`config.mk`:
```
export PLATFORM = sky130hd
export DESIGN_NAME = fsmc_bank_arbiter
export DESIGN_NICKNAME = d
export VERILOG_FILES = /design/src/rtl/fsmc_bank_arbiter.sv
export SDC_FILE = /design/constraint.sdc
export NUM_CORES = 1
export LEC_CHECK = 0
export BUFFER_PORTS_ARGS = -buffer_cell sky130_fd_sc_hd__buf_2
export CORE_MARGIN = 2
export CORE_UTILIZATION = 40
export CTS_CLUSTER_DIAMETER = 50
export DETAILED_ROUTE_END_ITERATION = 16
export PLACE_DENSITY = 0.77
export SYNTH_ARGS = -nofsm -noshare
export SYNTH_HDL_FRONTEND = slang
export SYNTH_SLANG_ARGS = --single-unit
```
`constraint.sdc`:
```
create_clock -name CLK -period 1.41 [get_ports CLK]
set_input_delay 0.3525 -clock CLK [delete_from_list [all_inputs] [get_ports CLK]]
set_output_delay 0.3525 -clock CLK [all_outputs]
set_load 0.005 [all_outputs]
```
`src/rtl/fsmc_bank_arbiter.sv`:
```
// FSMC slave front-end and host/engine arbiter for the shared 16x8 register bank.
// Host strobes are synchronised into CLK; host cycles become bank requests that
// take priority over the engine, and a starvation counter forces an engine grant
// after STARVE_MAX consecutive host grants while the engine waits.
//
// state | meaning
// IDLE  | no bank access; pick the next requester
// HWR   | host write to the bank
// HRD   | host read issued to the bank
// HRD_W | bank read data returning, load FSMC_D_OUT
// IACC  | engine access issued, int_gnt pulsed
// IRD_W | bank read data returning, load int_rdata
module fsmc_bank_arbiter #(
   parameter int CS_SEL     = 1,
   parameter int STARVE_MAX = 4
) (
   input  logic       CLK,
   input  logic       RST,
   input  logic [3:0] FSMC_A,
   input  logic [1:0] FSMC_NE,
   input  logic       FSMC_NOE,
   input  logic       FSMC_NWE,
   input  logic [7:0] FSMC_D_IN,
   output logic [7:0] FSMC_D_OUT,
   output logic       FSMC_D_OE,
   input  logic       int_req,
   input  logic       int_we,
   input  logic [3:0] int_addr,
   input  logic [7:0] int_wdata,
   output logic       int_gnt,
   output logic [7:0] int_rdata,
   output logic       int_rvalid,
   output logic       mem_en,
   output logic       mem_we,
   output logic [3:0] mem_addr,
   output logic [7:0] mem_wdata,
   input  logic [7:0] mem_rdata,
   output logic       bus_err
);

   typedef enum logic [2:0] {IDLE, HWR, HRD, HRD_W, IACC, IRD_W} state_t;

   localparam logic [3:0] STARVE_MAX_C = 4'(STARVE_MAX);

   state_t     state, state_nxt;
   logic [2:0] ne_sync, noe_sync, nwe_sync;
   logic       selected, wr_fall, rd_fall, rd_new, wr_any, rd_any, forced;
   logic       wr_pend, rd_pend;
   logic [3:0] wr_addr, rd_addr;
   logic [7:0] wr_data;
   logic [3:0] starve_cnt;

   // the pad driver follows the raw pins so the bus turns around without CLK latency
   assign FSMC_D_OE = ~FSMC_NE[CS_SEL] & ~FSMC_NOE;

   // [0] and [1] form the synchroniser, [2] is the history flop for edge detection
   always_ff @(posedge CLK) begin
      if (RST) begin
         ne_sync  <= 3'b111;
         noe_sync <= 3'b111;
         nwe_sync <= 3'b111;
      end else begin
         ne_sync  <= {ne_sync[1:0], FSMC_NE[CS_SEL]};
         noe_sync <= {noe_sync[1:0], FSMC_NOE};
         nwe_sync <= {nwe_sync[1:0], FSMC_NWE};
      end
   end

   assign selected = ~ne_sync[1];
   assign wr_fall  = selected & nwe_sync[2] & ~nwe_sync[1];
   assign rd_fall  = selected & noe_sync[2] & ~noe_sync[1];
   // a read that coincides with a write is a bus error and is dropped
   assign rd_new   = rd_fall & ~wr_fall;
   // a fresh edge is usable in IDLE the same cycle, saving one CLK of host latency
   assign wr_any   = wr_pend | wr_fall;
   assign rd_any   = rd_pend | rd_new;
   assign forced   = (starve_cnt == STARVE_MAX_C) & int_req;

   // host request capture; a new edge overwrites a request not yet serviced
   always_ff @(posedge CLK) begin
      if (RST) begin
         wr_pend <= 1'b0;
         rd_pend <= 1'b0;
         wr_addr <= '0;
         wr_data <= '0;
         rd_addr <= '0;
         bus_err <= 1'b0;
      end else begin
         bus_err <= wr_fall & rd_fall;
         if (wr_fall) begin
            wr_pend <= 1'b1;
            wr_addr <= FSMC_A;
            wr_data <= FSMC_D_IN;
         end else if (state == HWR) begin
            wr_pend <= 1'b0;
         end
         if (rd_new) begin
            rd_pend <= 1'b1;
            rd_addr <= FSMC_A;
         end else if (state == HRD) begin
            rd_pend <= 1'b0;
         end
      end
   end

   // counts host grants taken while the engine is waiting
   always_ff @(posedge CLK) begin
      if (RST) begin
         starve_cnt <= '0;
      end else begin
         case (state)
            IDLE:     if (!int_req) starve_cnt <= '0;
            HWR, HRD: if (int_req && starve_cnt < STARVE_MAX_C) starve_cnt <= starve_cnt + 4'd1;
            IACC:     starve_cnt <= '0;
            default:  ;
         endcase
      end
   end

   // state register and registered read-data returns
   always_ff @(posedge CLK) begin
      if (RST) begin
         state      <= IDLE;
         FSMC_D_OUT <= '0;
         int_rdata  <= '0;
         int_rvalid <= 1'b0;
      end else begin
         state      <= state_nxt;
         int_rvalid <= (state == IRD_W);
         if (state == HRD_W) FSMC_D_OUT <= mem_rdata;
         if (state == IRD_W) int_rdata  <= mem_rdata;
      end
   end

   // next state and bank port drive; address/data are zero when the port is idle
   always_comb begin
      state_nxt = state;
      mem_en    = 1'b0;
      mem_we    = 1'b0;
      mem_addr  = '0;
      mem_wdata = '0;
      int_gnt   = 1'b0;
      case (state)
         IDLE: begin
            if (wr_any && !forced)      state_nxt = HWR;
            else if (rd_any && !forced) state_nxt = HRD;
            else if (int_req)           state_nxt = IACC;
         end
         HWR: begin
            mem_en    = 1'b1;
            mem_we    = 1'b1;
            mem_addr  = wr_addr;
            mem_wdata = wr_data;
            state_nxt = IDLE;
         end
         HRD: begin
            mem_en    = 1'b1;
            mem_addr  = rd_addr;
            state_nxt = HRD_W;
         end
         HRD_W: state_nxt = IDLE;
         IACC: begin
            mem_en    = 1'b1;
            mem_we    = int_we;
            mem_addr  = int_addr;
            mem_wdata = int_we ? int_wdata : 8'h00;
            int_gnt   = 1'b1;
            state_nxt = int_we ? IDLE : IRD_W;
         end
         IRD_W:   state_nxt = IDLE;
         default: state_nxt = IDLE;
      endcase
      if (RST) begin
         mem_en    = 1'b0;
         mem_we    = 1'b0;
         mem_addr  = '0;
         mem_wdata = '0;
         int_gnt   = 1'b0;
      end
   end

endmodule

```
==> results of run 1 <==
## cell usage after synthesis
master                     count
sky130_fd_sc_hd__inv_1         9
sky130_fd_sc_hd__and4b_1       1
sky130_fd_sc_hd__xnor2_1       2
sky130_fd_sc_hd__nor3_1        3
sky130_fd_sc_hd__o221ai_1      1
sky130_fd_sc_hd__or3b_2        3
sky130_fd_sc_hd__or4_4         1
sky130_fd_sc_hd__o22ai_1       3
sky130_fd_sc_hd__o41ai_1       1
sky130_fd_sc_hd__buf_1         1
sky130_fd_sc_hd__a22oi_1       9
sky130_fd_sc_hd__ha_1          2
sky130_fd_sc_hd__clkbuf_1      9
sky130_fd_sc_hd__and4b_2       1
sky130_fd_sc_hd__xor2_1        1
sky130_fd_sc_hd__nor4b_1       1
sky130_fd_sc_hd__nor2b_1       2
sky130_fd_sc_hd__buf_4         1
sky130_fd_sc_hd__a21o_1        5
sky130_fd_sc_hd__or3b_1        1
sky130_fd_sc_hd__a21oi_1      22
sky130_fd_sc_hd__nor2_1       33
sky130_fd_sc_hd__nor3b_1       3
sky130_fd_sc_hd__a32o_1        1
sky130_fd_sc_hd__buf_6         1
sky130_fd_sc_hd__nand3_1       5
sky130_fd_sc_hd__or3_1         1
sky130_fd_sc_hd__mux2i_1      16
sky130_fd_sc_hd__nand3b_1     10
sky130_fd_sc_hd__nand2b_1      2
sky130_fd_sc_hd__dfxtp_1      51
sky130_fd_sc_hd__o21ai_0       7
sky130_fd_sc_hd__buf_2         6
sky130_fd_sc_hd__or2_2         9
sky130_fd_sc_hd__nand2_1      30
sky130_fd_sc_hd__nor4bb_1      1
sky130_fd_sc_hd__o211ai_1      2
sky130_fd_sc_hd__or3b_4        1
## metal layers
metal | global-route usage | wire, um | up-vias
met3 | 0.0402 | 299 | 6
li1 | - | - | 1065
met1 | 0.235 | 2460 | 967
met5 | 0 | 0 | -
met4 | 0.0579 | 71 | 0
met2 | 0.294 | 2610 | 57
## worst paths after layout
check        cells past startpoint                          to                   start
max                              4                mem_wdata[4]   state[1]$_SDFFE_PP0P_
min                              2      nwe_sync[0]$_SDFF_PP1_                FSMC_NWE
max reg2reg                      5  starve_cnt[0]$_SDFFE_PP0P_   state[1]$_SDFFE_PP0P_
min reg2reg                      1      noe_sync[1]$_SDFF_PP1_  noe_sync[0]$_SDFF_PP1_
## stage by stage
step	instance area (um^2)	total power, W	utilization	setup slack (ns)
after floorplan	2250	0.00169	-	-0.0243
after global placement	2800	0.00182	0.515	-0.163
after detailed placement	2800	0.00182	0.515	-0.194
after CTS	3000	0.00274	0.551	-0.465
after global routing	3080	0.00286	0.567	-0.538
final	3080	0.00275	0.567	-0.472
## state kept, by name (all words and copies together), names as in the netlist, 2 cells and up
signal      count
int_rdata       8
noe_sync        3
wr_addr         4
nwe_sync        3
starve_cnt      4
rd_addr         4
state           3
FSMC_D_OUT      8
ne_sync         2
wr_data         8
## area by class of cell
cell class / count / share of cell area
Clock inverter: 2 / 0.00446
Clock buffer: 6 / 0.0268
Inverter: 9 / 0.0110
Timing Repair Buffer: 104 / 0.205
Tap cell: 72 / 0.0292
Sequential cell: 51 / 0.335
Multi-Input combinational cell: 180 / 0.388
## cell families (layout without fill, tap and decap cells)
kind of cell,Yosys count,in the layout,synth area share
buffers and inverters,27,121,0.0540
muxes,16,16,0.0720
AOI/OAI and AO/OA,51,51,0.140
and+or+nand+nor,108,108,0.252
adders and majority gates,2,2,0.0113
DFF,51,51,0.459
xor gates and xnor gates,3,3,0.0118
## report_power, final
part           leakage [nW]  total [W]  switching [W]  internal (W)
Clock                0.0516   0.000904       0.000502      0.000402
Combinational         0.959   0.000362       0.000172      0.000190
Sequential            0.416    0.00148      0.0000231       0.00146
## critical path, cell delays in order, from the launching register on
cell	delay, ns
sky130_fd_sc_hd__dfxtp_4	0.39
sky130_fd_sc_hd__buf_4	0.14
sky130_fd_sc_hd__or3_4	0.44
sky130_fd_sc_hd__nor2_1	0.13
sky130_fd_sc_hd__buf_2	0.12
## what timing repair did
action / in CTS / in global routing
endpoints found under the setup margin: 23 / 26
gates cloned: 1 / 0
gates resized for setup: 21 / 17
pin swaps: 8 / 6
setup buffers: 2 / 3
==> out/qor_table.md, run 1 <==
| Quantity | This run | Unit |
|---|---|---|
| Row count | 27 | - |
| Final-report hold violation count | 0 | - |
| Core footprint | 5440 | um^2 |
| Most common library cell in the layout ignoring fill and taps | sky130_fd_sc_hd__buf_2 | - |
| Max Freq | 531 | MHz |
| CTS H-tree lvls | 2 | - |
| Buffers on Ports | 72 | - |
| Post-synth top area share | 0.459 | - |
| Number of hold buffers added after CTS | 0 | - |
| Setup Skew | 0.0153 | ns |
| Clock latency reported for the late side of the worst-skew pair | 0.31 | ns |
| Yosys cell types | 38 | - |
| Post-Synthesis Cell Area | 2220 | um^2 |
| Iter 0 DRT Violations | 112 | - |
| Number of placed cells counting well taps | 410 | - |
| Detailed Place HPWL | 3750 | um |
| Pin count of the biggest net entering global routing | 21 | - |
| Pin slew with the least headroom to its limit | 0.275 | ns |
| Post-Synthesis Net Count | 300 | - |
| Maximum number of buffers from clock root to sink | 2 | - |
| Largest cells by area after synthesis | sky130_fd_sc_hd__dfxtp_1 46%, sky130_fd_sc_hd__mux2i_1 7.2%, sky130_fd_sc_hd__nor2_1 5.6%, sky130_fd_sc_hd__nand2_1 5.1%, sky130_fd_sc_hd__a21oi_1 5.0% | - |
| Final worst-path setup slack | -0.472 | ns |
| Wire length of the first global-routing pass | 8950 | um |
| Die height | 78.6 | um |
| Max Slew Vio Count | 0 | - |
| Count of placed standard cells in the final layout, fillers left out | 424 | - |
| Number of buffers created by CTS | 5 | - |
| Setup-violating endpoint count in the final report | 18 | - |
| DRC viols | 0 | - |
| Clock Sink Count | 51 | - |
| Routed wire length | 5430 | um |
| GRT Resource Usage Total | 0.180 | - |
| Total negative setup slack | -6.47 | ns |
| First drt pass iteration count | 4 | - |
| Weighted congestion reported at the end of routability-driven placement | 0.854 | - |
| Via count of the first global-routing pass | 1,953 | - |
| Post-synthesis instance total | 258 | - |
| Fraction of layout cells with a size suffix above 1 | 0.429 | - |
| Proportion of synthesized chip area in sequential cells | 0.459 | - |
| Growth of design area from synthesis to finish | 38.7 | % |
| Most frequent cells in the layout | 72 x sky130_fd_sc_hd__buf_2, 46 x sky130_fd_sc_hd__dfxtp_1, 32 x sky130_fd_sc_hd__nor2_1 | - |
| Synth warnings | 0 | - |
| Leakage power figure | 1.43 | nW |
| Clock transition at the register clock pins on the worst setup and hold paths after CTS | 0.10 | ns |
| Dominant cell type by area after synthesis | sky130_fd_sc_hd__dfxtp_1 | - |
| Post-detailed-route via-to-cell ratio | 4.94 | - |
| Critical path data arrival time | 1.53 | ns |
| Worst hold slack | 0.224 | ns |
| Run status | finished with violations | - |
| Number of diodes added for antenna fixing | 0 | - |
| Min Clock Period, post-route | 1.88 | ns |
| Number of placed I/O pins | 74 | - |
| Register area | 1030 | um^2 |
| Violations in the final reports | negative setup slack | - |
| Root buffer cell | sky130_fd_sc_hd__clkbuf_8 | - |
| Area of combinational cells with multiple inputs | 1200 | um^2 |
| Count of nets after finishing | 393 | - |
| Crit path launch type | register | - |
| Relative slew margins | 0.816 | - |
| Period utilisation layout | 1.33 | - |
| Remaining global-route overflow | 0 | - |
| Type of the worst setup path | reg2out | - |
| Power density of the placed cells | 892 | nW/um^2 |
| Average footprint of a synthesized cell | 8.62 | um^2 |
| Maximum fanout along the worst path | 8 | - |
| Number of nets still failing antenna checks after routing | 0 | - |
| Worst min path class | in2reg | - |
| Initial antenna violation count | 0 | - |
| Setup repair after global routing missed its margin | true | - |
| Maxcap violations | 0 | - |
| Die ar. | 6170 | um^2 |
| Clock tree from TritonCTS | done | - |
| Vias post-DR | 2,095 | - |
| Register bit total from synthesis | 51 | - |
| Chip width | 78.6 | um |
| Largest vdd supply drop | 0.547 | mV |
| Wirelength per Cell | 12.8 | um |
| Data required, critical path | 1.06 | ns |
| Initial Utilization | 0.409 | - |
| Register-to-Register Setup Slack | -0.06 | ns |
| Number of filler instances in the final layout | 475 | - |
| Crit. End Element | output port | - |
No activity file was read; power rests on OpenSTA's default activity.
==> run 2: changes to the inputs <==
--- a/config.mk
+++ b/config.mk
@@ -9,8 +9,9 @@
 export CORE_MARGIN = 2
 export CORE_UTILIZATION = 40
 export CTS_CLUSTER_DIAMETER = 50
+export CTS_CLUSTER_SIZE = 8
 export DETAILED_ROUTE_END_ITERATION = 16
-export PLACE_DENSITY = 0.77
+export PLACE_DENSITY = 0.75
 export SYNTH_ARGS = -nofsm -noshare
 export SYNTH_HDL_FRONTEND = slang
 export SYNTH_SLANG_ARGS = --single-unit
==> constraint.sdc (replaced) <==
create_clock -name CLK -period 2 [get_ports CLK]
set_input_delay 0.5 -clock CLK [delete_from_list [all_inputs] [get_ports CLK]]
set_output_delay 0.5 -clock CLK [all_outputs]
set_load 0.005 [all_outputs]
==> run 2 against run 1 <==
Against the previous run: worst setup slack improved by 0.44 ns; hold slack improved by 0.15 ns; the flow still finishes with violations (negative setup slack); largest cell class unchanged; sequential power fell by 29%; flip-flop and latch count did not move.
==> out/qor_table.md, run 2 (synthesis gave the netlist of run 1 again) <==
| Quantity | This run | Unit |
|---|---|---|
| Clock Sink Count | 51 | - |
| Remaining global-route overflow | 0 | - |
| Run status | finished with violations | - |
| Post-Place Cell Area | 2690 | um^2 |
| Post-detailed-route via-to-cell ratio | 5.07 | - |
| Maxcap violations | 0 | - |
| Kind of cell with the highest combined delay on the critical path | simple AND/OR/NAND/NOR gates | - |
| Crit. End Element | output port | - |
| Final worst-path setup slack | -0.0345 | ns |
| Via count of the first global-routing pass | 1,934 | - |
| Routed wire length | 5500 | um |
| CP Cell Sequence | nor4bb_4 -> buf_4 -> a22oi_1 -> nor2_1 -> buf_2 | - |
| Area of combinational cells with multiple inputs | 1150 | um^2 |
| Iter 0 DRT Violations | 135 | - |
| GRT Resource Usage Total | 0.174 | - |
| Number of placed I/O pins | 74 | - |
| Wirelength per Cell | 13.2 | um |
| Fraction of layout cells with a size suffix above 1 | 0.390 | - |
| Row count | 27 | - |
| Clock transition at the register clock pins on the worst setup and hold paths after CTS | 0.09 | ns |
| Period utilisation layout | 1.02 | - |
| Clock tree from TritonCTS | done | - |
| Power density of the placed cells | 668 | nW/um^2 |
| Number of buffers created by CTS | 5 | - |
| Die height | 78.6 | um |
| Most frequent cells in the layout | 74 x sky130_fd_sc_hd__buf_2, 48 x sky130_fd_sc_hd__dfxtp_1, 33 x sky130_fd_sc_hd__nor2_1 | - |
| Maximum fanout along the worst path | 6 | - |
| Vias post-DR | 2,108 | - |
| Setup Skew | 0.00449 | ns |
| Setup-violating endpoint count in the final report | 8 | - |
| Leakage power figure | 1.37 | nW |
| Finished Cell Area | 2970 | um^2 |
| Largest vdd supply drop | 0.429 | mV |
| Max Freq | 492 | MHz |
| Most common library cell in the layout ignoring fill and taps | sky130_fd_sc_hd__buf_2 | - |
| Buffers on Ports | 72 | - |
| Root buffer cell | sky130_fd_sc_hd__clkbuf_8 | - |
| Overall power consumption | 0.00198 | W |
| Data required, critical path | 1.50 | ns |
| Maximum number of buffers from clock root to sink | 2 | - |
| Number of filler instances in the final layout | 514 | - |
| Crit path launch type | register | - |
| Number of placed cells counting well taps | 397 | - |
| Initial Utilization | 0.409 | - |
| Growth of design area from synthesis to finish | 33.5 | % |
| Pin slew with the least headroom to its limit | 0.705 | ns |
| Type of the worst setup path | reg2out | - |
| Setup repair after global routing missed its margin | true | - |
| Initial antenna violation count | 0 | - |
| Critical path data arrival time | 1.53 | ns |
| Chip width | 78.6 | um |
| Worst min path class | in2reg | - |
| Violations in the final reports | negative setup slack | - |
| Core footprint | 5440 | um^2 |
| Total negative setup slack | -0.171 | ns |
| First drt pass iteration count | 4 | - |
| Number of diodes added for antenna fixing | 0 | - |
| Library cell contributing the largest single delay on the critical path | sky130_fd_sc_hd__dfxtp_4 | - |
| Regs by FF count | FSMC_D_OUT x8, int_rdata x8, wr_data x8 | - |
| Number of hold buffers added after CTS | 0 | - |
| Pin count of the biggest net entering global routing | 48 | - |
| Count of buffer and inverter cells on the critical path | 2 | - |
| Final-report hold violation count | 0 | - |
| Detailed Place HPWL | 3590 | um |
| Count of nets after finishing | 386 | - |
| Count of placed standard cells in the final layout, fillers left out | 416 | - |
| Number of nets still failing antenna checks after routing | 0 | - |
| Die ar. | 6170 | um^2 |
| DRC viols | 0 | - |
| Min Clock Period, post-route | 2.03 | ns |
| Max Slew Vio Count | 0 | - |
| Worst hold slack | 0.379 | ns |
| Relative slew margins | 0.529 | - |
| CTS H-tree lvls | 2 | - |
| Largest incremental delay on the critical path | 0.38 | ns |
| Weighted congestion reported at the end of routability-driven placement | 0.782 | - |
| Wire length of the first global-routing pass | 8650 | um |
| Register area | 1030 | um^2 |
| Clock latency reported for the late side of the worst-skew pair | 0.30 | ns |
run 2: per-stage QoR:
step	utilization	setup WS [ns]
after global placement	0.494	0.137
after floorplan	-	0.288
after CTS	0.521	-0.0111
final	0.546	-0.0345
after global routing	0.546	-0.175
after detailed placement	0.494	0.123
run 2: worst paths after layout:
| kind | from | end | slack (ns) | depth (start not counted) |
|---|---|---|---|---|
| worst max-delay path | state[0]$_SDFFE_PP0P_ | mem_wdata[7] | -0.03 | 5 |
| worst min-delay path | FSMC_NWE | nwe_sync[0]$_SDFF_PP1_ | 0.38 | 2 |
| worst max register to register | state[1]$_SDFFE_PP0P_ | starve_cnt[1]$_SDFFE_PP0P_ | 0.26 | 5 |
| worst min register to register | nwe_sync[0]$_SDFF_PP1_ | nwe_sync[1]$_SDFF_PP1_ | 0.42 | 1 |
run 2: per-layer routing:
layer | vias up | routed length (um) | GRT usage
met3 | 10 | 303 | 0.0471
met2 | 56 | 2670 | 0.287
met4 | 0 | 92 | 0.0667
li1 | 1050 | - | -
met5 | - | 0 | 0
met1 | 992 | 2430 | 0.216
run 2: power breakdown:
part	switching [W]	internal, W
clock	0.000327	0.000367
sequential	0.0000167	0.00103
combinational	0.000118	0.000124
run 2: repair_timing:
action                     in CTS  in global routing
setup buffers                   1                  8
gates cloned                    1                  2
pin swaps                       1                  6
gates resized for setup        12                 20
setup endpoints to repair      15                 15
run 2: layout make-up:
type / count / share of cell area
inverter: 9 / 0.0114
multi-input combinational: 180 / 0.389
sequential: 51 / 0.348
clock inverter: 1 / 0.0101
tap: 72 / 0.0303
clock buffer: 6 / 0.0244
timing repair buffer: 97 / 0.187
==> run 3: changes to the inputs <==
--- a/config.mk
+++ b/config.mk
@@ -11,7 +11,7 @@
 export CTS_CLUSTER_DIAMETER = 50
 export CTS_CLUSTER_SIZE = 8
 export DETAILED_ROUTE_END_ITERATION = 16
-export PLACE_DENSITY = 0.75
+export PLACE_DENSITY = 0.66
 export SYNTH_ARGS = -nofsm -noshare
 export SYNTH_HDL_FRONTEND = slang
 export SYNTH_SLANG_ARGS = --single-unit
==> run 3 against run 2 <==
Against the previous run: the flow still finishes with violations (negative setup slack); utilization decreased by 1.4 points; via count decreased by 2.8%; first-iteration DRC count decreased by 21%; global-route usage decreased by 1.2 points; combinational power decreased by 7%; register-to-register slack improved by 0.03 ns; critical path type unchanged.
==> out/qor_table.md, run 3 (synthesis gave the netlist of run 1 again) <==
| Quantity | This run | Unit |
|---|---|---|
| Run status | finished with violations | - |
| Violations in the final reports | negative setup slack | - |
| Detailed Place HPWL | 3570 | um |
| Count of nets after finishing | 381 | - |
| Maxcap violations | 0 | - |
| Most frequent cells in the layout | 72 x sky130_fd_sc_hd__buf_2, 48 x sky130_fd_sc_hd__dfxtp_1, 33 x sky130_fd_sc_hd__nor2_1 | - |
| Hold Crit Depth | 2 | - |
| Wirelength per Cell | 12.5 | um |
| DRC viols | 0 | - |
| Initial antenna violation count | 0 | - |
| Largest vdd supply drop | 0.402 | mV |
| Hold path startpoint | FSMC_NWE | - |
| Number of placed I/O pins | 74 | - |
| Row count | 27 | - |
| Maximum fanout along the worst path | 8 | - |
| Crit. End Element | output port | - |
| First drt pass iteration count | 5 | - |
| Number of nets still failing antenna checks after routing | 0 | - |
| Type of the worst setup path | reg2out | - |
| Post-detailed-route via-to-cell ratio | 5.00 | - |
| Remaining global-route overflow | 0 | - |
| Final-report hold violation count | 0 | - |
| Number of gates on the worst path with buffers counted | 5 | - |
| Crit path launch type | register | - |
| Number of buffers created by CTS | 5 | - |
| Launch point of the worst reg-to-reg path | state[1]$_SDFFE_PP0P_ | - |
| Via count of the first global-routing pass | 1,731 | - |
| Largest incremental delay on the critical path | 0.40 | ns |
| Pin slew with the least headroom to its limit | 0.577 | ns |
| Pin count of the biggest net entering global routing | 31 | - |
| Number of cells on the worst reg-to-reg path | 4 | - |
| Maximum number of buffers from clock root to sink | 2 | - |
| Wire length of the first global-routing pass | 7910 | um |
| Max Freq | 496 | MHz |
| Clock Sink Count | 51 | - |
| Critical path data arrival time | 1.52 | ns |
| Clock transition at the register clock pins on the worst setup and hold paths after CTS | 0.09 | ns |
| Setup repair after global routing missed its margin | true | - |
| Data required, critical path | 1.50 | ns |
| Clock tree from TritonCTS | done | - |
| Fraction of layout cells with a size suffix above 1 | 0.370 | - |
| CTS H-tree lvls | 2 | - |
| Period utilisation layout | 1.01 | - |
| CP Cell Sequence | nor4bb_4 -> buf_4 -> a22oi_1 -> nor2_1 -> buf_2 | - |
| Setup-violating endpoint count in the final report | 5 | - |
| Regs by FF count | FSMC_D_OUT x8, int_rdata x8, wr_data x8 | - |
| Routed wire length | 5140 | um |
| Setup Skew | 0.00542 | ns |
| Growth of design area from synthesis to finish | 30.0 | % |
| Total negative setup slack | -0.0545 | ns |
| Weighted congestion reported at the end of routability-driven placement | 0.782 | - |
| Die height | 78.6 | um |
| Library cell contributing the largest single delay on the critical path | sky130_fd_sc_hd__dfxtp_4 | - |
| Power density of the placed cells | 631 | nW/um^2 |
| Kind of cell with the highest combined delay on the critical path | simple AND/OR/NAND/NOR gates | - |
| Core footprint | 5440 | um^2 |
| Critical path origin | state[1]$_SDFFE_PP0P_ | - |
| Clock latency reported for the late side of the worst-skew pair | 0.30 | ns |
| Die ar. | 6170 | um^2 |
| Max Slew Vio Count | 0 | - |
| Most common library cell in the layout ignoring fill and taps | sky130_fd_sc_hd__buf_2 | - |
| Root buffer cell | sky130_fd_sc_hd__clkbuf_8 | - |
| Min Clock Period, post-route | 2.02 | ns |
| Count of buffer and inverter cells on the critical path | 2 | - |
| Fraction of the core area covered by cells at the end of the flow | 0.531 | - |
| Vias post-DR | 2,048 | - |
| Minimum setup slack after placement | 0.0888 | ns |
| Leakage power figure | 1.33 | nW |
| Buffers on Ports | 72 | - |
| Relative slew margins | 0.614 | - |
| Chip width | 78.6 | um |
| Worst min path class | in2reg | - |
| Final worst-path setup slack | -0.0172 | ns |
| Number of diodes added for antenna fixing | 0 | - |
| Iter 0 DRT Violations | 107 | - |
| GRT Resource Usage Total | 0.162 | - |
| Initial Utilization | 0.409 | - |
run 3: cell types whose count changed in the layout (fill, tap and decap cells not counted), moves of 2 or more:
cell                      before  now
sky130_fd_sc_hd__a21oi_1      18   21
sky130_fd_sc_hd__a21oi_2       4    1
sky130_fd_sc_hd__nand2_2       0    2
sky130_fd_sc_hd__buf_2        74   72
sky130_fd_sc_hd__nand2_1      30   28
sky130_fd_sc_hd__a22oi_2       4    2
sky130_fd_sc_hd__a22oi_1       5    7
run 3: path summary, 6_finish.rpt:
| kind | endpoint | slack (ns) |
|---|---|---|
| setup / recovery | mem_wdata[7] | -0.02 |
| hold / removal | nwe_sync[0]$_SDFF_PP1_ | 0.38 |
| setup reg to reg | starve_cnt[1]$_SDFFE_PP0P_ | 0.29 |
| hold reg to reg | ne_sync[1]$_SDFF_PP1_ | 0.41 |
run 3: worst reg2reg max path: cells and delay by family (launching register included):
kind            cells  cell delay, ns
buf+inv             1            0.18
flops               1            0.44
compound gates      2            0.50
simple gates        1            0.48
run 3: where the power goes:
group	internal [W]	total [W]	switching [W]	leakage, nW
clock network	0.000233	0.000551	0.000318	0.0361
registers	0.00103	0.00105	0.0000173	0.415
logic	0.000116	0.000226	0.000109	0.878
total	0.00138	0.00182	0.000445	1.33
run 3: metal layers:
layer | wire length, um | GRT usage | share of wire | vias up
met5 | 0 | 0 | 0 | -
met4 | 74 | 0.0632 | 0.014 | 0
met3 | 339 | 0.0506 | 0.066 | 7
met2 | 2300 | 0.251 | 0.45 | 52
met1 | 2420 | 0.211 | 0.47 | 945
li1 | - | - | - | 1044
run 3: layout make-up:
| type | count | area, um^2 |
|---|---|---|
| Clock inverter | 1 | 7.51 |
| Timing Repair Buffer | 92 | 522 |
| Sequential cell | 51 | 1030 |
| Clock buffer | 5 | 68.8 |
| Multi-Input combinational cell | 180 | 1140 |
| Inverter | 9 | 33.8 |
| Tap cell | 72 | 90.1 |
| Fill cell | 545 | 2550 |
run 3: repair_timing:
action | in CTS | in global routing
pin swaps | 2 | 5
endpoints found under the setup margin | 14 | 15
hold buffers | 0 | 0
hold endpoints to repair | 0 | 0
buffers inserted | 0 | 2
resized for setup | 10 | 13
cloned | 0 | 1
run 3: through the flow:
stage | area, um^2 | total power (W) | std cells | hold WS (ns)
floorplan | 2220 | 0.00118 | 258 | 0.389
global placement | 2720 | 0.00127 | 401 | 0.391
detailed placement | 2720 | 0.00127 | 401 | 0.394
CTS | 2820 | 0.00183 | 407 | 0.372
global route | 2890 | 0.00192 | 410 | 0.371
finish | 2890 | 0.00182 | 410 | 0.383
